File: config.mk
export PLATFORM = sky130hd
export DESIGN_NAME = segre_fetch_unit_flat
export DESIGN_NICKNAME = d
export VERILOG_FILES = /design/src/rtl/segre_pkg.sv /design/src/rtl/segre_fetch_if.sv /design/src/rtl/segre_fetch_queue.sv /design/src/rtl/segre_fetch_unit.sv /design/src/flat_wrapper.sv
export SDC_FILE = /design/constraint.sdc
export NUM_CORES = 1
export LEC_CHECK = 0
export ABC_AREA = 0
export CORE_UTILIZATION = 31
export CTS_CLUSTER_DIAMETER = 150
export DETAILED_ROUTE_END_ITERATION = 8
export GPL_TIMING_DRIVEN = 1
export MAX_ROUTING_LAYER = met4
export PLACE_DENSITY = 0.61
export SLEW_MARGIN = 20
export SYNTH_ARGS = -nofsm -noshare
export SYNTH_HDL_FRONTEND = slang
export SYNTH_SLANG_ARGS = --single-unit
File: constraint.sdc
create_clock -name clk_i -period 5.3 [get_ports clk_i]
set_input_delay 1.06 -clock clk_i [delete_from_list [all_inputs] [get_ports clk_i]]
set_output_delay 1.06 -clock clk_i [all_outputs]
set_load 0.05 [all_outputs]
File: src/rtl/segre_pkg.sv
`default_nettype none
// ============================================================================
// Module   : segre_pkg
// Brief    : Shared types and constants for the segre core front end.
// Revision : 1.0 - decoupled fetch unit support
// ============================================================================
package segre_pkg;

    localparam int          XLEN                = 32;
    localparam int          FQ_DEPTH_DEF        = 4;
    localparam int          MAX_OUTSTANDING_DEF = 2;
    localparam logic [31:0] NOP_INSTR           = 32'h0000_0013;

    // One fetched instruction together with the address it came from
    typedef struct packed {
        logic [XLEN-1:0] pc;
        logic [31:0]     instr;
    } fetch_entry_t;

endpackage
`default_nettype wire

File: src/rtl/segre_fetch_if.sv
`default_nettype none
// ============================================================================
// Module   : segre_fetch_if
// Brief    : Memory-side req/gnt/response bus, redirect input and decode-side
//            valid/ready bus of the fetch unit.
// Revision : 1.0 - initial
// ============================================================================
interface segre_fetch_if
    import segre_pkg::*;
#(
    parameter int ADDR_W     = XLEN,
    parameter int LINE_BYTES = 16
) ();

    logic                    mem_req_o;
    logic [ADDR_W-1:0]       mem_addr_o;
    logic                    mem_gnt_i;
    logic                    mem_rsp_valid_i;
    logic [LINE_BYTES*8-1:0] mem_rsp_line_i;
    logic                    redirect_i;
    logic [ADDR_W-1:0]       redirect_pc_i;
    logic                    instr_valid_o;
    logic                    instr_ready_i;
    logic [31:0]             instr_o;
    logic [ADDR_W-1:0]       pc_o;
    logic                    waiting_mem_req_o;

    // Fetch unit side
    modport master (
        output mem_req_o, mem_addr_o, instr_valid_o, instr_o, pc_o, waiting_mem_req_o,
        input  mem_gnt_i, mem_rsp_valid_i, mem_rsp_line_i, redirect_i, redirect_pc_i,
               instr_ready_i
    );

    // Memory / decode / writeback side
    modport slave (
        input  mem_req_o, mem_addr_o, instr_valid_o, instr_o, pc_o, waiting_mem_req_o,
        output mem_gnt_i, mem_rsp_valid_i, mem_rsp_line_i, redirect_i, redirect_pc_i,
               instr_ready_i
    );

endinterface
`default_nettype wire

File: src/rtl/segre_fetch_queue.sv
`default_nettype none
// ============================================================================
// Module   : segre_fetch_queue
// Brief    : Small synchronous FIFO with flush. Circular indices carry an
//            extra wrap bit so full and empty are told apart without a
//            separate counter. A push into a full queue is accepted only
//            when a pop happens in the same cycle.
// Revision : 1.0 - initial
// ============================================================================
module segre_fetch_queue #(
    parameter int WIDTH = 64,
    parameter int DEPTH = 4
) (
    input  wire logic                       clk_i,
    input  wire logic                       rst_i,
    input  wire logic                       push_i,
    input  wire logic [WIDTH-1:0]           data_i,
    input  wire logic                       pop_i,
    input  wire logic                       flush_i,
    output logic      [WIDTH-1:0]           data_o,
    output logic      [$clog2(DEPTH+1)-1:0] count_o,
    output logic                            empty_o,
    output logic                            full_o
);

    localparam int IDX_W = (DEPTH > 1) ? $clog2(DEPTH) : 1;
    localparam int CNT_W = $clog2(DEPTH + 1);

    logic [WIDTH-1:0] r_mem [DEPTH];
    logic [IDX_W-1:0] r_wr_idx;
    logic [IDX_W-1:0] r_rd_idx;
    logic             r_wr_wrap;
    logic             r_rd_wrap;
    logic             w_push;
    logic             w_pop;
    int               w_count;

    assign empty_o = (r_wr_idx == r_rd_idx) && (r_wr_wrap == r_rd_wrap);
    assign full_o  = (r_wr_idx == r_rd_idx) && (r_wr_wrap != r_rd_wrap);
    assign w_pop   = pop_i && !empty_o;
    assign w_push  = push_i && (!full_o || w_pop);
    assign data_o  = r_mem[r_rd_idx];
    assign count_o = CNT_W'(w_count);

    // Occupancy from the index distance; differing wrap bits mean the writer lapped
    always_comb begin
        w_count = 0;
        if (r_wr_wrap == r_rd_wrap) begin
            w_count = int'(r_wr_idx) - int'(r_rd_idx);
        end else begin
            w_count = DEPTH + int'(r_wr_idx) - int'(r_rd_idx);
        end
    end

    // Storage needs no reset: entries are only observed while counted as valid
    always_ff @(posedge clk_i) begin
        if (w_push) begin
            r_mem[r_wr_idx] <= data_i;
        end
    end

    // Index/wrap update; flush empties the queue and overrides push and pop
    always_ff @(posedge clk_i or posedge rst_i) begin
        if (rst_i) begin
            r_wr_idx  <= '0;
            r_rd_idx  <= '0;
            r_wr_wrap <= 1'b0;
            r_rd_wrap <= 1'b0;
        end else if (flush_i) begin
            r_wr_idx  <= '0;
            r_rd_idx  <= '0;
            r_wr_wrap <= 1'b0;
            r_rd_wrap <= 1'b0;
        end else begin
            if (w_push) begin
                if (r_wr_idx == IDX_W'(DEPTH - 1)) begin
                    r_wr_idx  <= '0;
                    r_wr_wrap <= ~r_wr_wrap;
                end else begin
                    r_wr_idx  <= r_wr_idx + 1'b1;
                end
            end
            if (w_pop) begin
                if (r_rd_idx == IDX_W'(DEPTH - 1)) begin
                    r_rd_idx  <= '0;
                    r_rd_wrap <= ~r_rd_wrap;
                end else begin
                    r_rd_idx  <= r_rd_idx + 1'b1;
                end
            end
        end
    end

endmodule
`default_nettype wire

File: src/rtl/segre_fetch_unit.sv
`default_nettype none
// ============================================================================
// Module   : segre_fetch_unit
// Brief    : Decoupled pipelined instruction fetch. Issues up to
//            MAX_OUTSTANDING in-order line requests, extracts the addressed
//            word from each response into a fetch queue feeding decode, and
//            squashes queued and in-flight work on a redirect.
// Revision : 1.0 - replaces the single-request FSM fetch stage
// ============================================================================
module segre_fetch_unit
    import segre_pkg::*;
#(
    parameter int                ADDR_W          = XLEN,
    parameter int                LINE_BYTES      = 16,
    parameter int                FQ_DEPTH        = FQ_DEPTH_DEF,
    parameter int                MAX_OUTSTANDING = MAX_OUTSTANDING_DEF,
    parameter logic [ADDR_W-1:0] RESET_PC        = '0
) (
    input wire logic      clk_i,
    input wire logic      rst_i,
    segre_fetch_if.master bus
);

    localparam int                OFF_W    = $clog2(LINE_BYTES);
    localparam int                OS_W     = $clog2(MAX_OUTSTANDING + 1);
    localparam int                FQ_CNT_W = $clog2(FQ_DEPTH + 1);
    localparam int                ENTRY_W  = ADDR_W + 32;
    localparam logic [ADDR_W-1:0] PC_MASK  = ~ADDR_W'(3);

    logic [ADDR_W-1:0]   r_fetch_pc;
    logic [OS_W-1:0]     r_drop_cnt;

    logic                w_req;
    logic                w_grant;
    logic                w_rsp;
    logic                w_drop;
    logic [ADDR_W-1:0]   w_redirect_pc;
    logic [ADDR_W-1:0]   w_rsp_addr;
    logic [31:0]         w_rsp_word;
    logic [OS_W-1:0]     w_pa_cnt;
    logic                w_pa_empty;
    logic                w_pa_full;
    logic                w_fq_push;
    logic                w_fq_pop;
    logic                w_fq_empty;
    logic                w_fq_full;
    logic [FQ_CNT_W-1:0] w_fq_cnt;
    logic [ENTRY_W-1:0]  w_fq_head;
    logic                w_valid;

    // The pending-address FIFO count is the number of granted, unanswered requests.
    // Issue credit counts those as already occupying the fetch queue, so every
    // response always finds room.
    assign w_req = !bus.redirect_i && !w_pa_full && !w_fq_full &&
                   ((int'(w_pa_cnt) + int'(w_fq_cnt)) < FQ_DEPTH);
    assign w_grant       = w_req && bus.mem_gnt_i;
    assign w_rsp         = bus.mem_rsp_valid_i;
    assign w_drop        = (r_drop_cnt != '0);
    assign w_redirect_pc = bus.redirect_pc_i & PC_MASK;

    // Responses arrive in request order, so the oldest pending address owns them
    segre_fetch_queue #(
        .WIDTH (ADDR_W),
        .DEPTH (MAX_OUTSTANDING)
    ) u_pend_addr (
        .clk_i   (clk_i),
        .rst_i   (rst_i),
        .push_i  (w_grant),
        .data_i  (r_fetch_pc),
        .pop_i   (w_rsp),
        .flush_i (1'b0),
        .data_o  (w_rsp_addr),
        .count_o (w_pa_cnt),
        .empty_o (w_pa_empty),
        .full_o  (w_pa_full)
    );

    generate
        if (LINE_BYTES == 4) begin : g_word_whole_line
            assign w_rsp_word = bus.mem_rsp_line_i;
        end else begin : g_word_select
            logic [OFF_W-3:0] w_word_idx;
            assign w_word_idx = w_rsp_addr[OFF_W-1:2];
            assign w_rsp_word = bus.mem_rsp_line_i[{w_word_idx, 5'b0} +: 32];
        end
    endgenerate

    // A redirect flushes through the queue's flush, which also blocks the push
    assign w_valid   = !w_fq_empty && !bus.redirect_i;
    assign w_fq_push = w_rsp && !w_drop;
    assign w_fq_pop  = w_valid && bus.instr_ready_i;

    segre_fetch_queue #(
        .WIDTH (ENTRY_W),
        .DEPTH (FQ_DEPTH)
    ) u_fetch_q (
        .clk_i   (clk_i),
        .rst_i   (rst_i),
        .push_i  (w_fq_push),
        .data_i  ({w_rsp_addr, w_rsp_word}),
        .pop_i   (w_fq_pop),
        .flush_i (bus.redirect_i),
        .data_o  (w_fq_head),
        .count_o (w_fq_cnt),
        .empty_o (w_fq_empty),
        .full_o  (w_fq_full)
    );

    // Fetch PC: redirect target wins, otherwise advance one word per grant
    always_ff @(posedge clk_i or posedge rst_i) begin
        if (rst_i) begin
            r_fetch_pc <= RESET_PC & PC_MASK;
        end else if (bus.redirect_i) begin
            r_fetch_pc <= w_redirect_pc;
        end else if (w_grant) begin
            r_fetch_pc <= r_fetch_pc + ADDR_W'(4);
        end
    end

    // Stale-response counter: everything in flight at a redirect is squashed,
    // except a response landing in the redirect cycle, which is dropped directly
    always_ff @(posedge clk_i or posedge rst_i) begin
        if (rst_i) begin
            r_drop_cnt <= '0;
        end else if (bus.redirect_i) begin
            r_drop_cnt <= w_pa_cnt - OS_W'(w_rsp);
        end else if (w_rsp && w_drop) begin
            r_drop_cnt <= r_drop_cnt - OS_W'(1);
        end
    end

    assign bus.mem_req_o         = w_req && !rst_i;
    assign bus.mem_addr_o        = rst_i ? '0 : r_fetch_pc;
    assign bus.instr_valid_o     = w_valid && !rst_i;
    assign bus.instr_o           = (rst_i || w_fq_empty) ? '0 : w_fq_head[31:0];
    assign bus.pc_o              = (rst_i || w_fq_empty) ? '0 : w_fq_head[ENTRY_W-1:32];
    assign bus.waiting_mem_req_o = !rst_i && !w_pa_empty && w_fq_empty;

endmodule
`default_nettype wire
File: src/flat_wrapper.sv
// flat-port wrapper written by rule: the top's interface ports become plain ports
module segre_fetch_unit_flat import segre_pkg::*;
#(
    parameter int                ADDR_W          = XLEN,
    parameter int                LINE_BYTES      = 16,
    parameter int                FQ_DEPTH        = FQ_DEPTH_DEF,
    parameter int                MAX_OUTSTANDING = MAX_OUTSTANDING_DEF,
    parameter logic [ADDR_W-1:0] RESET_PC        = '0
)
  (clk_i, rst_i, bus_mem_req_o, bus_mem_addr_o, bus_instr_valid_o, bus_instr_o, bus_pc_o, bus_waiting_mem_req_o, bus_mem_gnt_i, bus_mem_rsp_valid_i, bus_mem_rsp_line_i, bus_redirect_i, bus_redirect_pc_i, bus_instr_ready_i);
  segre_fetch_if #(.ADDR_W(ADDR_W), .LINE_BYTES(LINE_BYTES)) bus_i ();
  input wire logic clk_i;
  input wire logic rst_i;
  output wire logic [$bits(bus_i.mem_req_o)-1:0] bus_mem_req_o;
  output wire logic [$bits(bus_i.mem_addr_o)-1:0] bus_mem_addr_o;
  output wire logic [$bits(bus_i.instr_valid_o)-1:0] bus_instr_valid_o;
  output wire logic [$bits(bus_i.instr_o)-1:0] bus_instr_o;
  output wire logic [$bits(bus_i.pc_o)-1:0] bus_pc_o;
  output wire logic [$bits(bus_i.waiting_mem_req_o)-1:0] bus_waiting_mem_req_o;
  input wire logic [$bits(bus_i.mem_gnt_i)-1:0] bus_mem_gnt_i;
  input wire logic [$bits(bus_i.mem_rsp_valid_i)-1:0] bus_mem_rsp_valid_i;
  input wire logic [$bits(bus_i.mem_rsp_line_i)-1:0] bus_mem_rsp_line_i;
  input wire logic [$bits(bus_i.redirect_i)-1:0] bus_redirect_i;
  input wire logic [$bits(bus_i.redirect_pc_i)-1:0] bus_redirect_pc_i;
  input wire logic [$bits(bus_i.instr_ready_i)-1:0] bus_instr_ready_i;
  assign bus_mem_req_o = bus_i.mem_req_o;
  assign bus_mem_addr_o = bus_i.mem_addr_o;
  assign bus_instr_valid_o = bus_i.instr_valid_o;
  assign bus_instr_o = bus_i.instr_o;
  assign bus_pc_o = bus_i.pc_o;
  assign bus_waiting_mem_req_o = bus_i.waiting_mem_req_o;
  assign bus_i.mem_gnt_i = bus_mem_gnt_i;
  assign bus_i.mem_rsp_valid_i = bus_mem_rsp_valid_i;
  assign bus_i.mem_rsp_line_i = bus_mem_rsp_line_i;
  assign bus_i.redirect_i = bus_redirect_i;
  assign bus_i.redirect_pc_i = bus_redirect_pc_i;
  assign bus_i.instr_ready_i = bus_instr_ready_i;
  segre_fetch_unit #(.ADDR_W(ADDR_W), .LINE_BYTES(LINE_BYTES), .FQ_DEPTH(FQ_DEPTH), .MAX_OUTSTANDING(MAX_OUTSTANDING), .RESET_PC(RESET_PC)) u_core (.clk_i(clk_i), .rst_i(rst_i), .bus(bus_i));
endmodule
* Word-level counts from Yosys, hierarchy flattened
Memories as Yosys holds them, arrays and structs flattened.
Index checks and enable logic that the tools add are counted.
Widths: inputs -> output; s select.
** Cells by class
- Equal/unequal tests :: 8
- $lt $le $gt $ge :: 1
- Shift-type cells :: 1
- Bitwise gates (word level) :: 4
- $add $sub $neg :: 14
- Reductions and logical operators :: 41
- Multiplexer cells :: 27
** Operators by type and width (number)
- $mux 32 :: 5
- $shiftx 128x8->32 :: 1
- $add 32x3->32 const B :: 1
- $lt 32x4->1 const B :: 1
- $logic_and 1x1->1 :: 20
- $mux 2 :: 9
- $reduce_bool 2->1 :: 7
- $mux 1 :: 12
- $reduce_and 2->1 :: 4
- $logic_not 1->1 :: 7
- $add 2x1->2 const B :: 2
- $add 2x3->4 :: 1
- $eq 2x2->1 const B :: 2
- $not 1->1 :: 4
- $sub 2x1->2 :: 2
- $add 3x2->3 const A :: 1
- $eq 1x1->1 :: 3
- $logic_or 1x1->1 :: 3
- $mux 3 :: 1
- $sub 2x2->3 :: 1
- $sub 3x2->3 :: 1
- $add 1x1->1 const B :: 2
- $add 2x1->2 const A :: 1
- $eq 2x2->1 :: 1
- other kinds (3) :: 4
** Storage, ports and cells
- Register bits after elaboration :: 44
- Output and inout port bits :: 99
- Memories kept :: 2
- Input port bits :: 166
- Memory bits (writable) :: 320
- Word-level logic and storage cells :: 108
** Memory list
- u_core.u_fetch_q.r_mem :: depth 4, bits a word 64, read ports 1, clocked after memory_dff 0, wr ports 1, RTL line segre_fetch_queue.sv:29 : logic [WIDTH-1:0] r_mem [DEPTH];
- u_core.u_pend_addr.r_mem :: depth 2, bits a word 32, read ports 1, clocked after memory_dff 0, wr ports 1, RTL line segre_fetch_queue.sv:29

* Logic depth before layout (Yosys ltp)
Gate-level depths: netlist of run 1.
- Depth after elaboration :: 10
- Depth in mapped cells :: 11
- Mapped depth without buffers :: 10

* Hierarchy
A second synthesis of run 1 with hierarchy kept.
** Unflattened totals
- Cell total of the unflattened synthesis :: 907
- Area total of the unflattened synthesis :: 15796.4 sq um
** By module, submodules not included
- segre_fetch_queue (u_core.u_fetch_q) :: area an instance 9709.3 sq um, cells an instance 387, times used 1, seq. area each 7837.5 sq um
- segre_fetch_unit :: area an instance 3449.6 sq um, cells an instance 384, times used 1, seq. area each 800.8 sq um
- segre_fetch_queue (u_core.u_pend_addr) :: area an instance 2637.5 sq um, cells an instance 136, times used 1, seq. area each 2021.9 sq um

* Worst setup path after synthesis of run 1
No wires, ideal clock.
- Path type :: register -> register
- Start point :: reg u_core.u_fetch_q.r_rd_idx[1]
- End point :: mem u_core.u_pend_addr.r_mem[1][10] (netlist bit), enable pin
- Path slack :: 835 ps
- Library setup time :: 420 ps
- Arrival :: 4045 ps
- Cell stages (with the launch flop) :: 11
- Data required time :: 4880 ps
- Period minus slack after synthesis :: 4465 ps
- Buffers on the path :: 3
- Path through :: dfrtp_1 clkbuf_1 clkbuf_1 inv_1 fa_1 ha_1 nor3b_1 a2111oi_4 nand2_1 clkbuf_1 nor2_1
** Between the ends
- Cells in the longest elaborated chain, start to end :: 9
- Elaborated cells on any way between the ends :: 14
- Classes of those cells :: add/sub: 3; order compare: 1; eq/ne: 1; mux: 3; reduce/logical: 6
** RTL lines
- from (decl) :: RTL line segre_fetch_queue.sv:31 : logic [IDX_W-1:0] r_rd_idx;
- from (signal assigned) :: RTL line segre_fetch_queue.sv:88 : r_rd_idx <= r_rd_idx + 1'b1;
- $sub 3x2->3, or another cell as far along :: RTL line segre_fetch_queue.sv:51 : w_count = DEPTH + int'(r_wr_idx) - int'(r_rd_idx);
- $mux 3 / $logic_and 1x1->1 (equally long branches) :: RTL line segre_fetch_queue.sv:48, segre_fetch_queue.sv:39
- $add 2x3->4 / $logic_not 1->1 (equally long branches) :: RTL line segre_fetch_unit.sv:55, segre_fetch_unit.sv:54
- $lt 32x4->1 / $logic_and 1x1->1 (equally long branches) :: RTL line segre_fetch_unit.sv:55, segre_fetch_unit.sv:54
- $logic_and 1x1->1 * :: RTL line segre_fetch_unit.sv:54 : assign w_req = !bus.redirect_i && !w_pa_full && !w_fq_full &&
- $logic_and 1x1->1 * :: RTL line segre_fetch_unit.sv:56 : assign w_grant = w_req && bus.mem_gnt_i;
- $logic_and 1x1->1 * :: RTL line segre_fetch_queue.sv:41 : assign w_push = push_i && (!full_o || w_pop);
- $mux 1 * :: RTL line segre_fetch_queue.sv:57 : if (w_push) begin
- $mux 1 (implied by the code) * :: RTL line segre_fetch_queue.sv:58 : r_mem[r_wr_idx] <= data_i;
- to (decl) :: RTL line segre_fetch_queue.sv:29
Every way passes the cells marked *; elsewhere a longest branch is shown, timed or not.

* Worst setup path after layout of run 1
- Start point :: reg u_core.u_fetch_q.r_wr_idx[0]
- End point :: out bus_mem_req_o
** Between the ends
- Cells in the longest elaborated chain, start to end :: 7
- Elaborated cells on any way between the ends :: 12
- Classes of those cells :: add/sub: 4; order compare: 1; eq/ne: 1; mux: 1; reduce/logical: 5
** RTL lines
- from (decl) :: RTL line segre_fetch_queue.sv:30 : logic [IDX_W-1:0] r_wr_idx;
- from (signal assigned) :: RTL line segre_fetch_queue.sv:80 : r_wr_idx <= r_wr_idx + 1'b1;
- $add 3x2->3 :: RTL line segre_fetch_queue.sv:51
- $sub 3x2->3 :: RTL line segre_fetch_queue.sv:51
- $mux 3 :: RTL line segre_fetch_queue.sv:48 : if (r_wr_wrap == r_rd_wrap) begin
- $add 2x3->4 :: RTL line segre_fetch_unit.sv:55 : ((int'(w_pa_cnt) + int'(w_fq_cnt)) < FQ_DEPTH);
- $lt 32x4->1 :: RTL line segre_fetch_unit.sv:55
- $logic_and 1x1->1 * :: RTL line segre_fetch_unit.sv:54
- $logic_and 1x1->1 * :: RTL line segre_fetch_unit.sv:132 : assign bus.mem_req_o = w_req && !rst_i;
- to (decl) :: RTL line flat_wrapper.sv:14 : output wire logic [$bits(bus_i.mem_req_o)-1:0] bus_mem_req_o;
Marks and branches as above.

==> results.cfg, run 1 <==
[worst_hold_path]
hold_class = flop to flop
hold_depth = 1
hp-start = u_core.u_pend_addr.r_wr_wrap$_DFFE_PP0P_
hold_end = u_core.u_pend_addr.r_wr_wrap$_DFFE_PP0P_

[yosys]
synth_top_cell_by_area = edfxtp_1
ys_seq_area_frac = 0.670
postSynthAreaPerCell_sq_um = 14.6
postSynthCellCount = 1052
synth_area_sq_um = 15400
synth.distinct_cells = 45
yosysTopAreaCellShare = 0.602
ys_ff_latch = 350
yosys.cell_count.top_type = edfxtp_1
synthTopCellsByArea = edfxtp_1, mux4_2, dfrtp_1
async_flop_share = 0.120
synthTopCellsByCount = edfxtp_1, nand2_1, and3_1
synth_ff_type = edfxtp_1
synth-edff-count = 308
ys_warn_count = 0

[power]
cellLeakagePower_nw = 7.06
swShare = 0.330
clock_power_share = 0.286
pwr-share-seq = 0.414
switchingPower_w = 0.00301
powerDensity_nw_per_um2 = 459
internal_power_w = 0.00610
combPwrFrac = 0.300
vdd_drop_max_uv = 225

[finish]
finalInstanceArea_sq_um = 19800
stdcell_count = 2003
drive_above_1_share = 0.191
nNetsFinal = 1487
fin_util = 0.405
syn_to_final_growth_pct = 29.1

[die]
die_y_microns = 225
ios = 265
row_count = 81
start_util = 0.314
coreArea_sq_um = 49000
die-area_sq_um = 50500
die_x_microns = 225

[route]
wirelength_microns = 39800
wire_per_inst_microns = 19.9
dr_total_vias = 9772
dr.pass1.iters = 5
drtIter0Drc = 566
drc = 0
ant_nets = 0
vias_per_cell = 4.88

[critical_path]
cpMaxStageDelayCell = clkdlybuf4s50_1
required_ns = 4.24
ff2ff_path_depth = 10
worst_ep_arrival_time_ns = 3.46
cp_num_buf_inv = 3
start_kind = flop
r2r_end = u_core.u_pend_addr.r_mem[0][17]$_DFFE_PP_
reg2reg_slack_ns = 1.64
crit_family = buffers and inverters
critPathKind = flop to primary output
cp_cell_sequence = inv_1 > ha_1 > inv_1 > fa_1 > ha_1 > nor3b_1 > a21oi_1 > and3_1 > clkdlybuf4s50_1
cp_max_fo = 4
r2r_start = u_core.u_fetch_q.r_wr_idx[0]$_DFFE_PP0P_
end_kind = primary output
cpPeakStageDelay_ns = 0.72

[clocking]
cts.sinks = 350
ctsHoldBuffers = 0
cts_root_buf = clkbuf_16
cts_tree = built
clock_path_buffers = 3
clk_pin_slew_ns = 0.06
ctsResizeCount = 0
clk_latency_ns = 0.56
cts_setup_buffers = 0
cts_made_buffers = 39
htreeDepth = 2

[place]
dp_cells = 1929
dp_hpwl_microns = 25100
place_area_sq_um = 18600
place.gp.congestion = 0.806
place_ws_ns = 1.16
portBuffers = 258

[sta]
grt_setup_unrepaired = false
drv_slew = 0
hold_viol_final = 0
worstMarginPinSlew_ns = 1.09
finalSetupViolations = 0
min_period_over_period = 0.852
fin_skew_ns = 0.0231
fin_tns_setup_ns = 0
max_freq_mhz = 221
layout_min_cycle_time_ns = 4.52
max_slew_margin = 0.273
fin_ws_ns = 0.784

[global_routing]
grt_usage = 0.161
antenna_found_initial = 2
grt_pass1_wl_microns = 59700
grt_pass1_vias = 10000
grt_max_degree = 69
grt-ovfl-total = 0

[run]
maxCapViolations = 0

[run_status]
outcome = finished, final reports clean
==> worst max path at each step <==
stage / start / end / depth (start not counted)
2_1_floorplan: u_core.u_fetch_q.r_rd_idx[1]$_DFFE_PP0P_ / u_core.u_pend_addr.r_mem[1][10]$_DFFE_PP_ / 10
3_3_place_gp: rst_i / bus_waiting_mem_req_o / 3
3_5_place_dp: rst_i / bus_waiting_mem_req_o / 3
4_1_cts: u_core.u_fetch_q.r_wr_idx[0]$_DFFE_PP0P_ / bus_mem_req_o / 9
5_1_grt: u_core.u_fetch_q.r_wr_idx[0]$_DFFE_PP0P_ / bus_mem_req_o / 9
6_report: u_core.u_fetch_q.r_wr_idx[0]$_DFFE_PP0P_ / bus_mem_req_o / 9
==> power groups by stage <==
| stage | Sequential [W] | Clock (W) | Combinational (W) |
|---|---|---|---|
| floorplan | 0.00376 | 0 | 0.00185 |
| global placement | 0.00381 | 0 | 0.00271 |
| detailed placement | 0.00382 | 0 | 0.00276 |
| CTS | 0.00377 | 0.00268 | 0.00277 |
| global route | 0.00380 | 0.00278 | 0.00296 |
| finish | 0.00377 | 0.00261 | 0.00273 |
==> sequential cells by signal, indices dropped and copies added (netlist names) <==
name and count:
u_core.u_fetch_q.r_mem 248, u_core.u_pend_addr.r_mem 60, u_core.r_fetch_pc 30, u_core.r_drop_cnt 2, u_core.u_fetch_q.r_rd_idx 2, u_core.u_fetch_q.r_wr_idx 2, u_core.u_fetch_q.r_rd_wrap 1, u_core.u_fetch_q.r_wr_wrap 1
u_core.u_pend_addr.r_rd_idx 1, u_core.u_pend_addr.r_rd_wrap 1, u_core.u_pend_addr.r_wr_idx 1, u_core.u_pend_addr.r_wr_wrap 1
==> placed cells by master (no fill, tap or decap), types with 5 or more instances in the layout <==
cell             instances
a21oi_1                 16
a221o_1                  8
a31oi_1                 33
and3_1                  97
buf_4                   85
clkbuf_1                 6
clkbuf_16               39
clkdlybuf4s50_1        194
clkinv_1                 9
clkinv_2                 5
dfrtp_1                 40
edfxtp_1               308
ha_1                    13
inv_1                   14
mux2_2                  32
mux4_2                  62
nand2_1                165
nand2b_1                 5
nand3_1                 19
nand4_1                 16
nor2_1                  27
nor2b_1                 30
nor3_1                   7
o21ai_0                 18
xnor2_1                  8
xor2_1                  12
==> routing by layer <==
layer,up-vias,part of all wire,track usage
met2,361,0.46,0.259
met5,-,0,-
met3,50,0.072,0.0347
met1,4844,0.45,0.207
li1,4517,-,-
met4,0,0.017,0.0428
==> through the flow <==
stage          hold slack, ns  total power [W]
2_1_floorplan           0.481          0.00561
3_3_place_gp            0.499          0.00652
3_5_place_dp            0.507          0.00658
4_1_cts                 0.518          0.00921
5_1_grt                 0.562          0.00954
6_report                0.520          0.00911
==> layout make-up <==
cell class / instances / area (sq um)
Antenna cell: 3 / 7.51
Clock buffer: 48 / 1040
Clock inverter: 22 / 199
Fill cell: 4536 / 29100
Inverter: 16 / 62.6
Multi-Input combinational cell: 618 / 4760
Sequential cell: 350 / 10300
Tap cell: 664 / 831
Timing Repair Buffer: 282 / 2630
==> logic make-up after synthesis <==
| group | count (synthesis) | share of synthesized area |
|---|---|---|
| mux | 97 | 0.116 |
| compound gates | 93 | 0.0405 |
| simple gates | 390 | 0.126 |
| fa+ha+maj | 14 | 0.0119 |
| other cells | 1 | 0.000244 |
| flops | 350 | 0.670 |
| buf+inv | 87 | 0.0230 |
| xor+xnor | 20 | 0.0114 |
No activity file was read; power rests on OpenSTA's default activity.
==> run 2, diff against run 1 <==
- HOLD_SLACK_MARGIN: not set -> 0.12
==> results of run 2 <==
Final layout, timing and power as in run 1 (identical DEF).
==> run 3, diff against run 2 <==
- CTS_CLUSTER_SIZE: not set -> 10
==> results.cfg, run 3 (synthesis results as in run 1) <==
[run_status]
outcome = finished, final reports clean

[critical_path]
crit_end = bus_mem_req_o
required_ns = 4.24
cp.depth = 9
critPathKind = flop to primary output
reg2reg_slack_ns = 1.68
cp_num_buf_inv = 3
ff2ff_path_depth = 10
worst_ep_arrival_time_ns = 3.47
start_kind = flop
crit_family = buffers and inverters
startpoint = u_core.u_fetch_q.r_wr_idx[0]$_DFFE_PP0P_
r2r_end = u_core.u_pend_addr.r_mem[0][8]$_DFFE_PP_
cpMaxStageDelayCell = clkdlybuf4s50_1
cpPeakStageDelay_ns = 0.73
cp_cell_sequence = inv_1 > ha_1 > inv_1 > fa_1 > ha_1 > nor3b_1 > a21oi_1 > and3_1 > clkdlybuf4s50_1
r2r_start = u_core.u_fetch_q.r_wr_idx[0]$_DFFE_PP0P_
end_kind = primary output
cp_max_fo = 4

[finish]
final_cell_mix = edfxtp_1, clkdlybuf4s50_1, nand2_1
final_common_cell = edfxtp_1
finalInstanceArea_sq_um = 19700
reg_top3 = u_core.u_fetch_q.r_mem: 248 flops, u_core.u_pend_addr.r_mem: 60 flops, u_core.r_fetch_pc: 30 flops
largest_register = u_core.u_fetch_q.r_mem
syn_to_final_growth_pct = 28.3
drive_above_1_share = 0.183
fill_cells = 4535
nNetsFinal = 1488
largest_reg_flops = 248

[route]
wire_per_inst_microns = 20.1
vias_per_cell = 4.92
drtIter0Drc = 638
ant_nets = 0
dr_total_vias = 9806
wirelength_microns = 40000
dr.pass1.iters = 5
drc = 0

[global_routing]
antenna_found_initial = 2
grt_usage = 0.163
grt_pass1_vias = 10000
grt_max_degree = 69
grt_pass1_wl_microns = 60100
grt-ovfl-total = 0

[sta]
fin_tns_setup_ns = 0
drv_slew = 0
min_period_over_period = 0.854
max_slew_margin = 0.282
layout_min_cycle_time_ns = 4.53
finalSetupViolations = 0
worstMarginPinSlew_ns = 1.08
fin_skew_ns = 0.0184
max_freq_mhz = 221
hold_viol_final = 0
grt_setup_unrepaired = false

[clocking]
htreeDepth = 2
cts_root_buf = clkbuf_16
ctsResizeCount = 0
cts_tree = built
cts.sinks = 350
cts_made_buffers = 40
ctsHoldBuffers = 0
cts_setup_buffers = 0
clock_path_buffers = 3
clk_latency_ns = 0.55
clk_pin_slew_ns = 0.06

[power]
vdd_drop_max_uv = 236
powerDensity_nw_per_um2 = 453
cellLeakagePower_nw = 6.99

[die]
die-area_sq_um = 50500
ios = 265
coreArea_sq_um = 49000
start_util = 0.314
die_y_microns = 225
die_x_microns = 225
row_count = 81

[run]
maxCapViolations = 0

[place]
dp_hpwl_microns = 25100
place.gp.congestion = 0.806
place_area_sq_um = 18600
portBuffers = 258

[worst_hold_path]
hold_class = flop to flop
-- run 3: worst min path at each step --
stage | from | end | depth (start not counted)
2_1_floorplan | u_core.u_pend_addr.r_wr_wrap$_DFFE_PP0P_ | u_core.u_pend_addr.r_wr_wrap$_DFFE_PP0P_ | 1
4_1_cts | u_core.u_pend_addr.r_wr_wrap$_DFFE_PP0P_ | u_core.u_pend_addr.r_wr_wrap$_DFFE_PP0P_ | 1
3_3_place_gp | u_core.u_pend_addr.r_wr_wrap$_DFFE_PP0P_ | u_core.u_pend_addr.r_wr_wrap$_DFFE_PP0P_ | 1
5_1_grt | u_core.u_pend_addr.r_wr_wrap$_DFFE_PP0P_ | u_core.u_pend_addr.r_wr_wrap$_DFFE_PP0P_ | 1
3_5_place_dp | u_core.u_pend_addr.r_wr_wrap$_DFFE_PP0P_ | u_core.u_pend_addr.r_wr_wrap$_DFFE_PP0P_ | 1
6_report | u_core.u_pend_addr.r_wr_wrap$_DFFE_PP0P_ | u_core.u_pend_addr.r_wr_wrap$_DFFE_PP0P_ | 1
-- run 3: per-stage QoR --
step / power [W] / setup slack, ns / cells / hold slack, ns / util
2_1_floorplan: 0.00561 / 0.835 / 1055 / 0.481 / -
3_3_place_gp: 0.00652 / 1.15 / 1929 / 0.499 / 0.379
3_5_place_dp: 0.00658 / 1.16 / 1929 / 0.507 / 0.379
4_1_cts: 0.00905 / 0.735 / 1989 / 0.518 / 0.402
5_1_grt: 0.00936 / 0.640 / 1992 / 0.562 / 0.403
6_report: 0.00893 / 0.773 / 1993 / 0.520 / 0.403
-- run 3: cell type report --
cell class,count,area (sq um),share of cell area
diodes,3,7.51,0.000381
clock buffers,57,1060,0.0540
clock inverters,3,48.8,0.00248
inverters,16,62.6,0.00317
multi-input cells,618,4760,0.241
flip-flops and latches,350,10300,0.523
well taps,664,831,0.0422
repair buffers,282,2630,0.134
-- run 3: routing by layer --
| layer | routed length [microns] | GRT usage |
|---|---|---|
| met1 | 17800 | 0.207 |
| met2 | 18700 | 0.263 |
| met3 | 2860 | 0.0340 |
| met5 | 0 | - |
| met4 | 673 | 0.0465 |
-- run 3: where the power goes --
| group | internal [W] | leakage [nW] | switching (W) |
|---|---|---|---|
| Sequential | 0.00361 | 3.30 | 0.000161 |
| Combinational | 0.000984 | 3.16 | 0.00175 |
| Clock | 0.00139 | 0.534 | 0.00104 |
